### src/rtl/motor_ctrl_pkg.sv
// Shared types and constants for the line-follow motor controller: FSM encodings,
// sensor patterns, default speeds and the sensor-to-state run map.
package motor_ctrl_pkg;

  localparam int unsigned DUTY_W = 4;
  localparam int unsigned SENS_W = 3;

  typedef enum logic [2:0] {
    ST_IDLE   = 3'd0,
    ST_FWD    = 3'd1,
    ST_TURN_L = 3'd2,
    ST_TURN_R = 3'd3,
    ST_SEARCH = 3'd4,
    ST_STOP   = 3'd5
  } state_e;

  // Sensor patterns are {left, centre, right}
  localparam logic [SENS_W-1:0] SNS_NONE  = 3'b000;
  localparam logic [SENS_W-1:0] SNS_R     = 3'b001;
  localparam logic [SENS_W-1:0] SNS_CTR   = 3'b010;
  localparam logic [SENS_W-1:0] SNS_CR    = 3'b011;
  localparam logic [SENS_W-1:0] SNS_L     = 3'b100;
  localparam logic [SENS_W-1:0] SNS_SPLIT = 3'b101;
  localparam logic [SENS_W-1:0] SNS_LC    = 3'b110;
  localparam logic [SENS_W-1:0] SNS_ALL   = 3'b111;

  localparam logic [DUTY_W-1:0] V_FWD_DEF  = 4'd12;
  localparam logic [DUTY_W-1:0] V_SLOW_DEF = 4'd4;

  typedef struct packed {
    logic [DUTY_W-1:0] duty;
    logic              dir;
  } wheel_cmd_t;

  function automatic state_e run_next(input logic [SENS_W-1:0] sns, input state_e cur);
    run_next = cur;
    case (sns)
      SNS_CTR:       run_next = ST_FWD;
      SNS_L, SNS_LC: run_next = ST_TURN_L;
      SNS_R, SNS_CR: run_next = ST_TURN_R;
      SNS_NONE:      run_next = ST_SEARCH;
      SNS_ALL:       run_next = ST_STOP;
      SNS_SPLIT:     run_next = cur;
      default:       run_next = cur;
    endcase
  endfunction

  function automatic logic is_running(input state_e st);
    return (st == ST_FWD) || (st == ST_TURN_L) || (st == ST_TURN_R) || (st == ST_SEARCH);
  endfunction

endpackage

### src/rtl/duty_ramp.sv
// Per-wheel duty/direction register. With MOTOR_SOFTSTART_EN defined the duty slews one
// step per strobe and only reverses at zero; otherwise it follows the target directly.
module duty_ramp
  import motor_ctrl_pkg::*;
(
  input  logic              clk_in,
  input  logic              reset,
  input  logic              step_i,
  input  logic              force_zero_i,
  input  wheel_cmd_t        tgt_i,
  output logic [DUTY_W-1:0] duty_o,
  output logic              dir_o
);

  logic [DUTY_W-1:0] duty_q, duty_d;
  logic              dir_q, dir_d;

`ifdef MOTOR_SOFTSTART_EN
  always_comb begin
    duty_d = duty_q;
    dir_d  = dir_q;
    if (force_zero_i) begin
      duty_d = '0;
    end else if (step_i) begin
      // A reversal first bleeds the duty to zero, then flips direction at rest
      if (tgt_i.dir != dir_q) begin
        if (duty_q != '0) duty_d = duty_q - DUTY_W'(1);
        else              dir_d  = tgt_i.dir;
      end else if (duty_q < tgt_i.duty) begin
        duty_d = duty_q + DUTY_W'(1);
      end else if (duty_q > tgt_i.duty) begin
        duty_d = duty_q - DUTY_W'(1);
      end
    end
  end
`else
  logic unused_step;
  assign unused_step = step_i;

  always_comb begin
    duty_d = force_zero_i ? '0 : tgt_i.duty;
    dir_d  = tgt_i.dir;
  end
`endif

  always_ff @(posedge clk_in or negedge reset) begin
    if (!reset) begin
      duty_q <= '0;
      dir_q  <= 1'b1;
    end else begin
      duty_q <= duty_d;
      dir_q  <= dir_d;
    end
  end

  assign duty_o = duty_q;
  assign dir_o  = dir_q;

endmodule

### src/rtl/line_follow_motor_ctrl.sv
// Line-follow smart-car controller: tick prescaler, sensor sync/debounce, steering FSM and
// two duty ramps. Soft-start ramping is enabled by defining MOTOR_SOFTSTART_EN.
module line_follow_motor_ctrl
  import motor_ctrl_pkg::*;
#(
  parameter int unsigned       TICK_DIV   = 50000,
  parameter int unsigned       DEB_TICKS  = 3,
  parameter int unsigned       RAMP_TICKS = 20,
  parameter int unsigned       LOST_TICKS = 500,
  parameter logic [DUTY_W-1:0] V_FWD      = V_FWD_DEF,
  parameter logic [DUTY_W-1:0] V_SLOW     = V_SLOW_DEF
) (
  input  logic              clk_in,
  input  logic              reset,
  input  logic              enable,
  input  logic [SENS_W-1:0] sensor,
  output logic [DUTY_W-1:0] duty_l,
  output logic [DUTY_W-1:0] duty_r,
  output logic              dir_l,
  output logic              dir_r,
  output logic [2:0]        state_o,
  output logic              running
);

  localparam int unsigned TICK_W = (TICK_DIV > 1) ? $clog2(TICK_DIV) : 1;
  localparam int unsigned RAMP_W = (RAMP_TICKS > 1) ? $clog2(RAMP_TICKS) : 1;
  localparam int unsigned DEB_W  = $clog2(DEB_TICKS + 1);
  localparam int unsigned LOST_W = $clog2(LOST_TICKS + 1);

  logic [TICK_W-1:0] tick_cnt_q;
  logic [RAMP_W-1:0] ramp_cnt_q;
  logic              tick_c, ramp_stb_c;

  assign tick_c     = (tick_cnt_q == TICK_W'(TICK_DIV - 1));
  assign ramp_stb_c = tick_c && (ramp_cnt_q == RAMP_W'(RAMP_TICKS - 1));

  always_ff @(posedge clk_in or negedge reset) begin
    if (!reset) begin
      tick_cnt_q <= '0;
      ramp_cnt_q <= '0;
    end else begin
      tick_cnt_q <= tick_c ? '0 : tick_cnt_q + TICK_W'(1);
      if (tick_c) ramp_cnt_q <= ramp_stb_c ? '0 : ramp_cnt_q + RAMP_W'(1);
    end
  end

  logic [SENS_W-1:0] sync1_q, sync2_q, cand_q, s_q;
  logic [DEB_W-1:0]  deb_cnt_q, deb_next_c;

  // A candidate pattern is accepted once it has been seen on DEB_TICKS consecutive ticks
  assign deb_next_c = (sync2_q == cand_q && deb_cnt_q != '0) ? deb_cnt_q + DEB_W'(1) : DEB_W'(1);

  always_ff @(posedge clk_in or negedge reset) begin
    if (!reset) begin
      sync1_q   <= '0;
      sync2_q   <= '0;
      cand_q    <= '0;
      s_q       <= SNS_NONE;
      deb_cnt_q <= '0;
    end else begin
      sync1_q <= sensor;
      sync2_q <= sync1_q;
      if (tick_c) begin
        if (sync2_q == s_q) begin
          deb_cnt_q <= '0;
        end else if (deb_next_c == DEB_W'(DEB_TICKS)) begin
          s_q       <= sync2_q;
          deb_cnt_q <= '0;
        end else begin
          cand_q    <= sync2_q;
          deb_cnt_q <= deb_next_c;
        end
      end
    end
  end

  state_e            state_q, state_d;
  logic [LOST_W-1:0] lost_q, lost_d;
  logic              last_left_q, running_q;

  always_comb begin
    state_d = state_q;
    lost_d  = '0;
    if (!enable) begin
      state_d = ST_IDLE;
    end else begin
      case (state_q)
        ST_IDLE: state_d = ST_FWD;
        ST_STOP: state_d = ST_STOP;
        default: begin
          state_d = run_next(s_q, state_q);
          // Lost timer only runs while SEARCH persists; any exit clears it
          if (state_q == ST_SEARCH && state_d == ST_SEARCH) begin
            lost_d = lost_q;
            if (tick_c) begin
              if (lost_q == LOST_W'(LOST_TICKS - 1)) begin
                state_d = ST_STOP;
                lost_d  = '0;
              end else begin
                lost_d = lost_q + LOST_W'(1);
              end
            end
          end
        end
      endcase
    end
  end

  always_ff @(posedge clk_in or negedge reset) begin
    if (!reset) begin
      state_q     <= ST_IDLE;
      lost_q      <= '0;
      last_left_q <= 1'b0;
      running_q   <= 1'b0;
    end else begin
      state_q   <= state_d;
      lost_q    <= lost_d;
      running_q <= is_running(state_d);
      if (state_q == ST_TURN_L)      last_left_q <= 1'b1;
      else if (state_q == ST_TURN_R) last_left_q <= 1'b0;
    end
  end

  wheel_cmd_t tgt_l_c, tgt_r_c;
  logic       force_zero_c;

  // Zero-duty targets keep the present direction so a wind-down never reverses a wheel
  always_comb begin
    tgt_l_c      = '{duty: '0, dir: dir_l};
    tgt_r_c      = '{duty: '0, dir: dir_r};
    force_zero_c = 1'b0;
    case (state_q)
      ST_FWD: begin
        tgt_l_c = '{duty: V_FWD, dir: 1'b1};
        tgt_r_c = '{duty: V_FWD, dir: 1'b1};
      end
      ST_TURN_L: begin
        tgt_l_c = '{duty: V_SLOW, dir: 1'b1};
        tgt_r_c = '{duty: V_FWD,  dir: 1'b1};
      end
      ST_TURN_R: begin
        tgt_l_c = '{duty: V_FWD,  dir: 1'b1};
        tgt_r_c = '{duty: V_SLOW, dir: 1'b1};
      end
      ST_SEARCH: begin
        tgt_l_c = '{duty: V_SLOW, dir: ~last_left_q};
        tgt_r_c = '{duty: V_SLOW, dir: last_left_q};
      end
      ST_STOP: force_zero_c = 1'b1;
      default: ;
    endcase
  end

  duty_ramp u_ramp_l (
    .clk_in       (clk_in),
    .reset        (reset),
    .step_i       (ramp_stb_c),
    .force_zero_i (force_zero_c),
    .tgt_i        (tgt_l_c),
    .duty_o       (duty_l),
    .dir_o        (dir_l)
  );

  duty_ramp u_ramp_r (
    .clk_in       (clk_in),
    .reset        (reset),
    .step_i       (ramp_stb_c),
    .force_zero_i (force_zero_c),
    .tgt_i        (tgt_r_c),
    .duty_o       (duty_r),
    .dir_o        (dir_r)
  );

  assign state_o = state_q;
  assign running = running_q;

endmodule
### config.mk
export PLATFORM = sky130hd
export DESIGN_NAME = line_follow_motor_ctrl
export DESIGN_NICKNAME = d
export VERILOG_FILES = /design/src/rtl/motor_ctrl_pkg.sv /design/src/rtl/duty_ramp.sv /design/src/rtl/line_follow_motor_ctrl.sv
export SDC_FILE = /design/constraint.sdc
export NUM_CORES = 1
export LEC_CHECK = 0
export ABC_AREA = 1
export CAP_MARGIN = 40
export CELL_PAD_IN_SITES_DETAIL_PLACEMENT = 0
export CELL_PAD_IN_SITES_GLOBAL_PLACEMENT = 1
export CORE_UTILIZATION = 39
export CTS_CLUSTER_SIZE = 10
export DETAILED_ROUTE_END_ITERATION = 12
export GPL_ROUTABILITY_DRIVEN = 0
export PLACE_DENSITY = 0.72
export SLEW_MARGIN = 20
export SYNTH_ARGS = -nofsm -noshare
export SYNTH_HDL_FRONTEND = slang
export SYNTH_SLANG_ARGS = --single-unit
### constraint.sdc
create_clock -name clk_in -period 1.5 [get_ports clk_in]
set_clock_uncertainty 0.2 [all_clocks]
set_input_delay 0.3 -clock clk_in [delete_from_list [all_inputs] [get_ports clk_in]]
set_output_delay 0.3 -clock clk_in [all_outputs]
set_load 0.01 [all_outputs]
==> metrics.yaml, run 1 <==
power_switching_uw: 681
yosys.area.top_type_share_pct: 47.0
stdcell_area_sq_mm: 0.00389
worstPathArrival_ns: 1.72
peakVddDrop_uv: 498
min_period_ns: 1.72
path_clk_slew_ns: 0.09
hold_path_class: "register to register"
synth_cell_types: 33
h-tree-depth: 2
reg2reg_depth: 8
cp-start-kind: "register"
postSynthCellCount: 311
core-area_sq_mm: 0.00635
final_util_pct: 61.2
grt_pass1_vias: 2260
finalHoldViolations: 0
vias: 2328
wl_um: 5880
p_per_area_mw_per_mm2: 724
combPwrFrac_pct: 13.9
placed_cell_area_sq_mm: 0.00335
first_pass_iters: 4
cpPeakStageDelay_ns: 0.40
hold_start: "sync1_q[0]$_DFF_PN0_"
grt_antenna_before_repair: 0
fin_tns_setup_ns: -4.30
clock_sinks: 50
violations: "setup timing"
setup_viol: 32
drc: 0
via_per_inst: 4.65
r2r_end: "cand_q[0]$_DFFE_PN0P_"
power_mw: 2.82
grt_max_degree: 51
rsz0062_at_grt: "yes"
max_freq_mhz: 583
synthToLayoutAreaGrowth_pct: 52.1
clkLatencyLatePin_ns: 0.31
r2r-start: "tick_cnt_q[0]$_DFF_PN0_"
p_leak_nw: 1.94
cts_tree: "built"
start_util_pct: 40.3
synth_top_area_cell: "dfrtp_1"
critPathMaxFanout: 6
overflow: 0
cts-root-buf: "clkbuf_8"
critPathSlowestCell: "dfrtp_1"
synth_warnings: 0
synth_area_leaders: "dfrtp_1 47%, nand2_1 11%, inv_1 6.0%"
synth-seq-cells: 50
crit_type: "register to register"
maxCapViolations: 0
ff2ff_setup_slack_ns: -0.22
clk_path_buf_depth: 2
grt_usage_pct: 18.1
antenna_cells: 0
status: "finished, violations left"
layoutNonFillerInstCount: 501
avgSynthCellArea_sq_um: 8.22
hold_path_end: "sync2_q[0]$_DFF_PN0_"
holdPathStages: 0
required_ns: 1.50
crit_chain: "ha_4 > nand3_2 > nor2_2 > nand2_2 > nor2_4 > nand2_4 > nand2_1 > o21ai_1"
yosysSeqAreaShare_pct: 49.0
hpwl_um: 4030
power_frac_seq_pct: 50.5
worst_slack_ns: -0.216
switching_share_pct: 24.2
portBuffers: 15
final_nets: 432
drive_gt1_share_pct: 45.8
p_int_mw: 2.13
syn_area_sq_mm: 0.00256
dieArea_sq_mm: 0.00689
cp-end-kind: "register"
drtIter0Drc: 70
numCtsBuffers: 5
whs_ns: 0.153
grt_pass1_wl_um: 10200
wire_per_inst_um: 11.7
die_h_um: 83.0
dp_slack_ns: -0.330
drv_slew: 0
die_x_um: 83.0
ios: 20
ant_nets: 0
pwr-share-clk_pct: 35.6
placed_cells: 471
fin_crit_sh_pct: 114
rows: 29
[repair_timing]
action,4_1_cts,5_1_grt
gates resized for setup,65,47
endpoints found under the hold margin,48,0
hold buffers,1,0
buffers inserted,17,10
endpoints found under the setup margin,42,40
pin swaps,19,12
[cell type report]
cell class / instances / area (sq um)
tap: 77 / 96.3
multi-input combinational: 211 / 1350
clock inverter: 1 / 30.0
timing repair buffer: 106 / 862
clock buffer: 7 / 86.3
sequential: 50 / 1260
inverter: 49 / 204
fill: 562 / 2460
[sequential cells by signal, indices dropped and copies added, names as in the netlist]
register and cells:
lost_q 9, deb_cnt_q 2, cand_q 3, sync1_q 3, u_ramp_l.duty_o 2, u_ramp_r.duty_o 2
state_o 3, u_ramp_r.dir_o 1, tick_cnt_q 16, s_q 3, last_left_q 1, sync2_q 3
u_ramp_l.dir_o 1, running 1
[cell usage in the layout (no fill, tap or decap), drive strengths merged, types with 2 or more instances in the layout]
cell and instances:
clkdlybuf4s50 4, dlygate4sd2 5, nand2 81, nand4 4
a21oi 10, inv 48, o21ai 20, clkbuf 7
nand3 19, conb 4, o22ai 4, nor2 40
nor3 11, dfstp 2, buf 96, xor2 9
nor4 2, dfrtp 48, ha 3
[worst max path at each step]
| stage | startpoint | to | slack [ns] | cells after the start |
|---|---|---|---|---|
| 2_1_floorplan | tick_cnt_q[0]$_DFF_PN0_ | tick_cnt_q[14]$_DFF_PN0_ | -0.09 | 8 |
| 3_3_place_gp | enable | lost_q[8]$_DFFE_PN0P_ | -0.32 | 8 |
| 3_5_place_dp | enable | lost_q[8]$_DFFE_PN0P_ | -0.33 | 8 |
| 4_1_cts | tick_cnt_q[0]$_DFF_PN0_ | tick_cnt_q[14]$_DFF_PN0_ | -0.22 | 9 |
| 5_1_grt | tick_cnt_q[0]$_DFF_PN0_ | cand_q[2]$_DFFE_PN0P_ | -0.34 | 8 |
| 6_report | tick_cnt_q[0]$_DFF_PN0_ | cand_q[0]$_DFFE_PN0P_ | -0.22 | 8 |
[worst max-delay path: cells and delay by family, from the launching register on]
kind / cells / cell delay [ns]
AOI/OAI and AO/OA: 1 / 0.06
adders and majority gates: 1 / 0.18
DFF: 1 / 0.40
and+or+nand+nor: 6 / 0.77
[Yosys cell counts]
cell	count
o21ai_2	2
xor2_1	9
clkinv_4	1
nor2_4	3
or2_2	1
o211ai_1	1
nand2_1	72
nand2_2	8
nor3_2	3
nand3_1	17
o22ai_1	4
inv_1	41
nor3b_2	1
a21oi_1	10
nand3_4	1
conb_1	1
nor4_2	1
nor2_1	35
a31oi_1	1
nand2_4	1
nand4_1	4
nor2_2	1
nor2_8	1
buf_4	4
nor3_1	8
nor4_1	1
o21ai_0	12
o21ai_1	6
dfstp_2	2
inv_2	7
dfrtp_1	48
nand3_2	1
ha_1	3
[power groups by stage]
stage                     registers [mW]  clock network (mW)  logic, mW
after detailed placement            1.46                   0      0.338
final                               1.42                1.00      0.390
after floorplan                     1.48                   0      0.124
after CTS                           1.42                1.03      0.344
after global placement              1.46                   0      0.336
after global routing                1.43                1.08      0.431
[metal layers]
layer,vias to the layer above,GRT usage [%],share of wire [%]
li1,1213,-,-
met1,1085,24.6,48
met2,23,29.1,48
met3,7,3.38,2.1
met4,0,5.96,1.1
met5,-,0,0
[cell families (layout without fill, tap and decap cells)]
family,count (synthesis),count (layout),share of synthesized area (%)
and+or+nand+nor,159,159,30.0
other,1,4,0.147
buffers and inverters,53,163,8.56
adders and majority gates,3,3,1.47
DFF,50,50,49.0
xor gates and xnor gates,9,9,3.08
AOI/OAI and AO/OA,36,36,7.68
Note: power is estimated with default switching activity, not from simulation.
==> run 2, diff against run 1 <==
Settings changed: SLEW_MARGIN 20 to not set.
==> results of run 2 <==
Same layout as run 1: the final DEF is identical, and so are final timing and power.
==> run 3, diff against run 2 <==
--- a/constraint.sdc
+++ b/constraint.sdc
@@ -3,3 +3,3 @@
 set_input_delay 0.3 -clock clk_in [delete_from_list [all_inputs] [get_ports clk_in]]
 set_output_delay 0.3 -clock clk_in [all_outputs]
-set_load 0.01 [all_outputs]
+set_load 0.005 [all_outputs]
==> run 3 against run 2 <==
The run still ends with setup timing left. Non-clock buffer count shrank 3. Final area is 1.7% lower. Sequential share of layout area increased by 0.48 points. Critical endpoint is now tick_cnt_q[12]$_DFF_PN0_. First-iteration DRC count is 50% higher. Highest routed layer unchanged. Setup slack worse by 0.023 ns. Wire length unchanged. Count of clock-buffer cells in the layout fell by 2.
==> metrics.yaml, run 3 (synthesized netlist as in run 1, its figures left out) <==
status: "finished, violations left"  # unchanged
violations: "setup timing"  # unchanged
worstPathArrival_ns: 1.74  # was 1.72 ns
hold_path_class: "register to register"  # unchanged
critPathMaxFanout: 3  # was 6
drtIter0Drc: 105  # was 70
max_freq_mhz: 575  # was 583 MHz
peakVddDrop_uv: 528  # was 498 uV
h-tree-depth: 2  # unchanged
die_x_um: 83.0  # unchanged
path_clk_slew_ns: 0.10  # was 0.09 ns
fillers: 553  # was 562
setup_viol: 31  # was 32
core-area_sq_mm: 0.00635  # unchanged
area.sequential_sq_mm: 0.00125  # was 0.00126 sq mm
maxCapViolations: 0  # unchanged
grt_pass1_wl_um: 10200  # unchanged
ant_nets: 0  # unchanged
largest_register: "tick_cnt_q"  # unchanged
final_nets: 429  # was 432
p_leak_nw: 1.92  # was 1.94 nW
required_ns: 1.51  # was 1.50 ns
multi_input_area_sq_mm: 0.00133  # was 0.00135 sq mm
p_per_area_mw_per_mm2: 674  # was 724 mW/mm^2
rsz0062_at_grt: "yes"  # unchanged
clock_sinks: 50  # unchanged
ios: 20  # unchanged
wl_um: 5880  # unchanged
wire_per_inst_um: 11.8  # was 11.7 um
cts-root-buf: "clkbuf_8"  # unchanged
synthToLayoutAreaGrowth_pct: 49.5  # was 52.1%
via_per_inst: 4.65  # about the same
largest_reg_flops: 16  # unchanged
power_mw: 2.58  # was 2.82 mW
grt_usage_pct: 18.0  # was 18.1%
ff2ff_setup_slack_ns: -0.24  # was -0.22 ns
fin_tns_setup_ns: -4.53  # was -4.30 ns
portBuffers: 15  # unchanged
cp-start-kind: "register"  # unchanged
drc: 0  # unchanged
grt_pass1_vias: 2317  # was 2,260
finalHoldViolations: 0  # unchanged
drv_slew: 0  # unchanged
overflow: 0  # unchanged
vias: 2315  # was 2,328
cp-end-kind: "register"  # unchanged
dieArea_sq_mm: 0.00689  # unchanged
final_common_cell: "buf_4"  # unchanged
min_period_ns: 1.74  # was 1.72 ns
top_regs: "tick_cnt_q x16, lost_q x9"  # unchanged
antenna_cells: 0  # unchanged
drive_gt1_share_pct: 43.9  # was 45.8%
layout_common_cells: "76 x buf_4, 59 x nand2_1, 48 x dfrtp_1"  # was 79 x buf_4, 58 x nand2_1, 46 x dfrtp_1
rows: 29  # unchanged
clk_path_buf_depth: 2  # unchanged
grt_max_degree: 51  # unchanged
hpwl_um: 4110  # was 4030 um
fin_crit_sh_pct: 116  # was 114%
grt_antenna_before_repair: 0  # unchanged
start_util_pct: 40.3  # unchanged
numCtsBuffers: 5  # unchanged
crit_type: "register to register"  # unchanged
die_h_um: 83.0  # unchanged
final_util_pct: 60.2  # was 61.2%
first_pass_iters: 4  # unchanged
cts_tree: "built"  # unchanged
dp_slack_ns: -0.321  # was -0.330 ns
worst_slack_ns: -0.239  # was -0.216 ns
clkLatencyLatePin_ns: 0.31  # about the same
==> run 3: where the power goes <==
group / switching (mW) / total [mW] / internal, mW
Combinational: 0.179 / 0.344 / 0.165
Sequential: 0.0206 / 1.43 / 1.40
Clock: 0.481 / 0.810 / 0.329
Total: 0.680 / 2.58 / 1.90
==> run 3: timing repair <==
| action | in CTS | in global routing |
|---|---|---|
| buffers inserted | 12 | 5 |
| resized for setup | 61 | 50 |
| pin swaps | 14 | 20 |
| endpoints found under the setup margin | 42 | 40 |
| hold endpoints to repair | 48 | 0 |
| hold buffers | 1 | 0 |
==> run 3: layout make-up <==
class,count,area share (%)
multi-input combinational,211,34.8
sequential,50,32.8
timing repair buffer,103,22.1
inverter,49,5.46
tap,77,2.52
clock buffer,5,1.80
clock inverter,3,0.556
==> run 3: metal layers <==
metal | wire (um) | vias to the layer above | global-route usage [%]
li1 | - | 1196 | -
met1 | 2770 | 1087 | 22.9
met2 | 2930 | 26 | 31.9
met3 | 127 | 6 | 3.18
met4 | 57 | 0 | 4.23
met5 | 0 | - | 0
==> run 3: final timing paths <==
check,startpoint,to,cells past startpoint
max in group asynchronous,reset,u_ramp_l.dir_o$_DFFE_PN1P_,3
min,sync1_q[0]$_DFF_PN0_,sync2_q[0]$_DFF_PN0_,0
max reg2reg,tick_cnt_q[1]$_DFF_PN0_,tick_cnt_q[12]$_DFF_PN0_,9
min reg2reg,sync1_q[0]$_DFF_PN0_,sync2_q[0]$_DFF_PN0_,0
min in group asynchronous,reset,tick_cnt_q[8]$_DFF_PN0_,3
max,tick_cnt_q[1]$_DFF_PN0_,tick_cnt_q[12]$_DFF_PN0_,9
==> run 3: critical path, cell delays in order (launching register included) <==
cell	delay [ns]
dfrtp_1	0.40
ha_4	0.18
nand2_4	0.06
nor2_4	0.09
nand4_1	0.13
nor2_2	0.19
buf_4	0.13
nand3_2	0.06
xor2_1	0.16
inv_1	0.05
==> run 3: through the flow <==
stage	cells	hold slack (ns)	instance area, sq um
after floorplan	314	-0.196	2580
after global placement	477	0.115	3370
after detailed placement	477	0.115	3370
after CTS	497	0.160	3660
after global routing	498	0.163	3820
final	498	0.154	3820
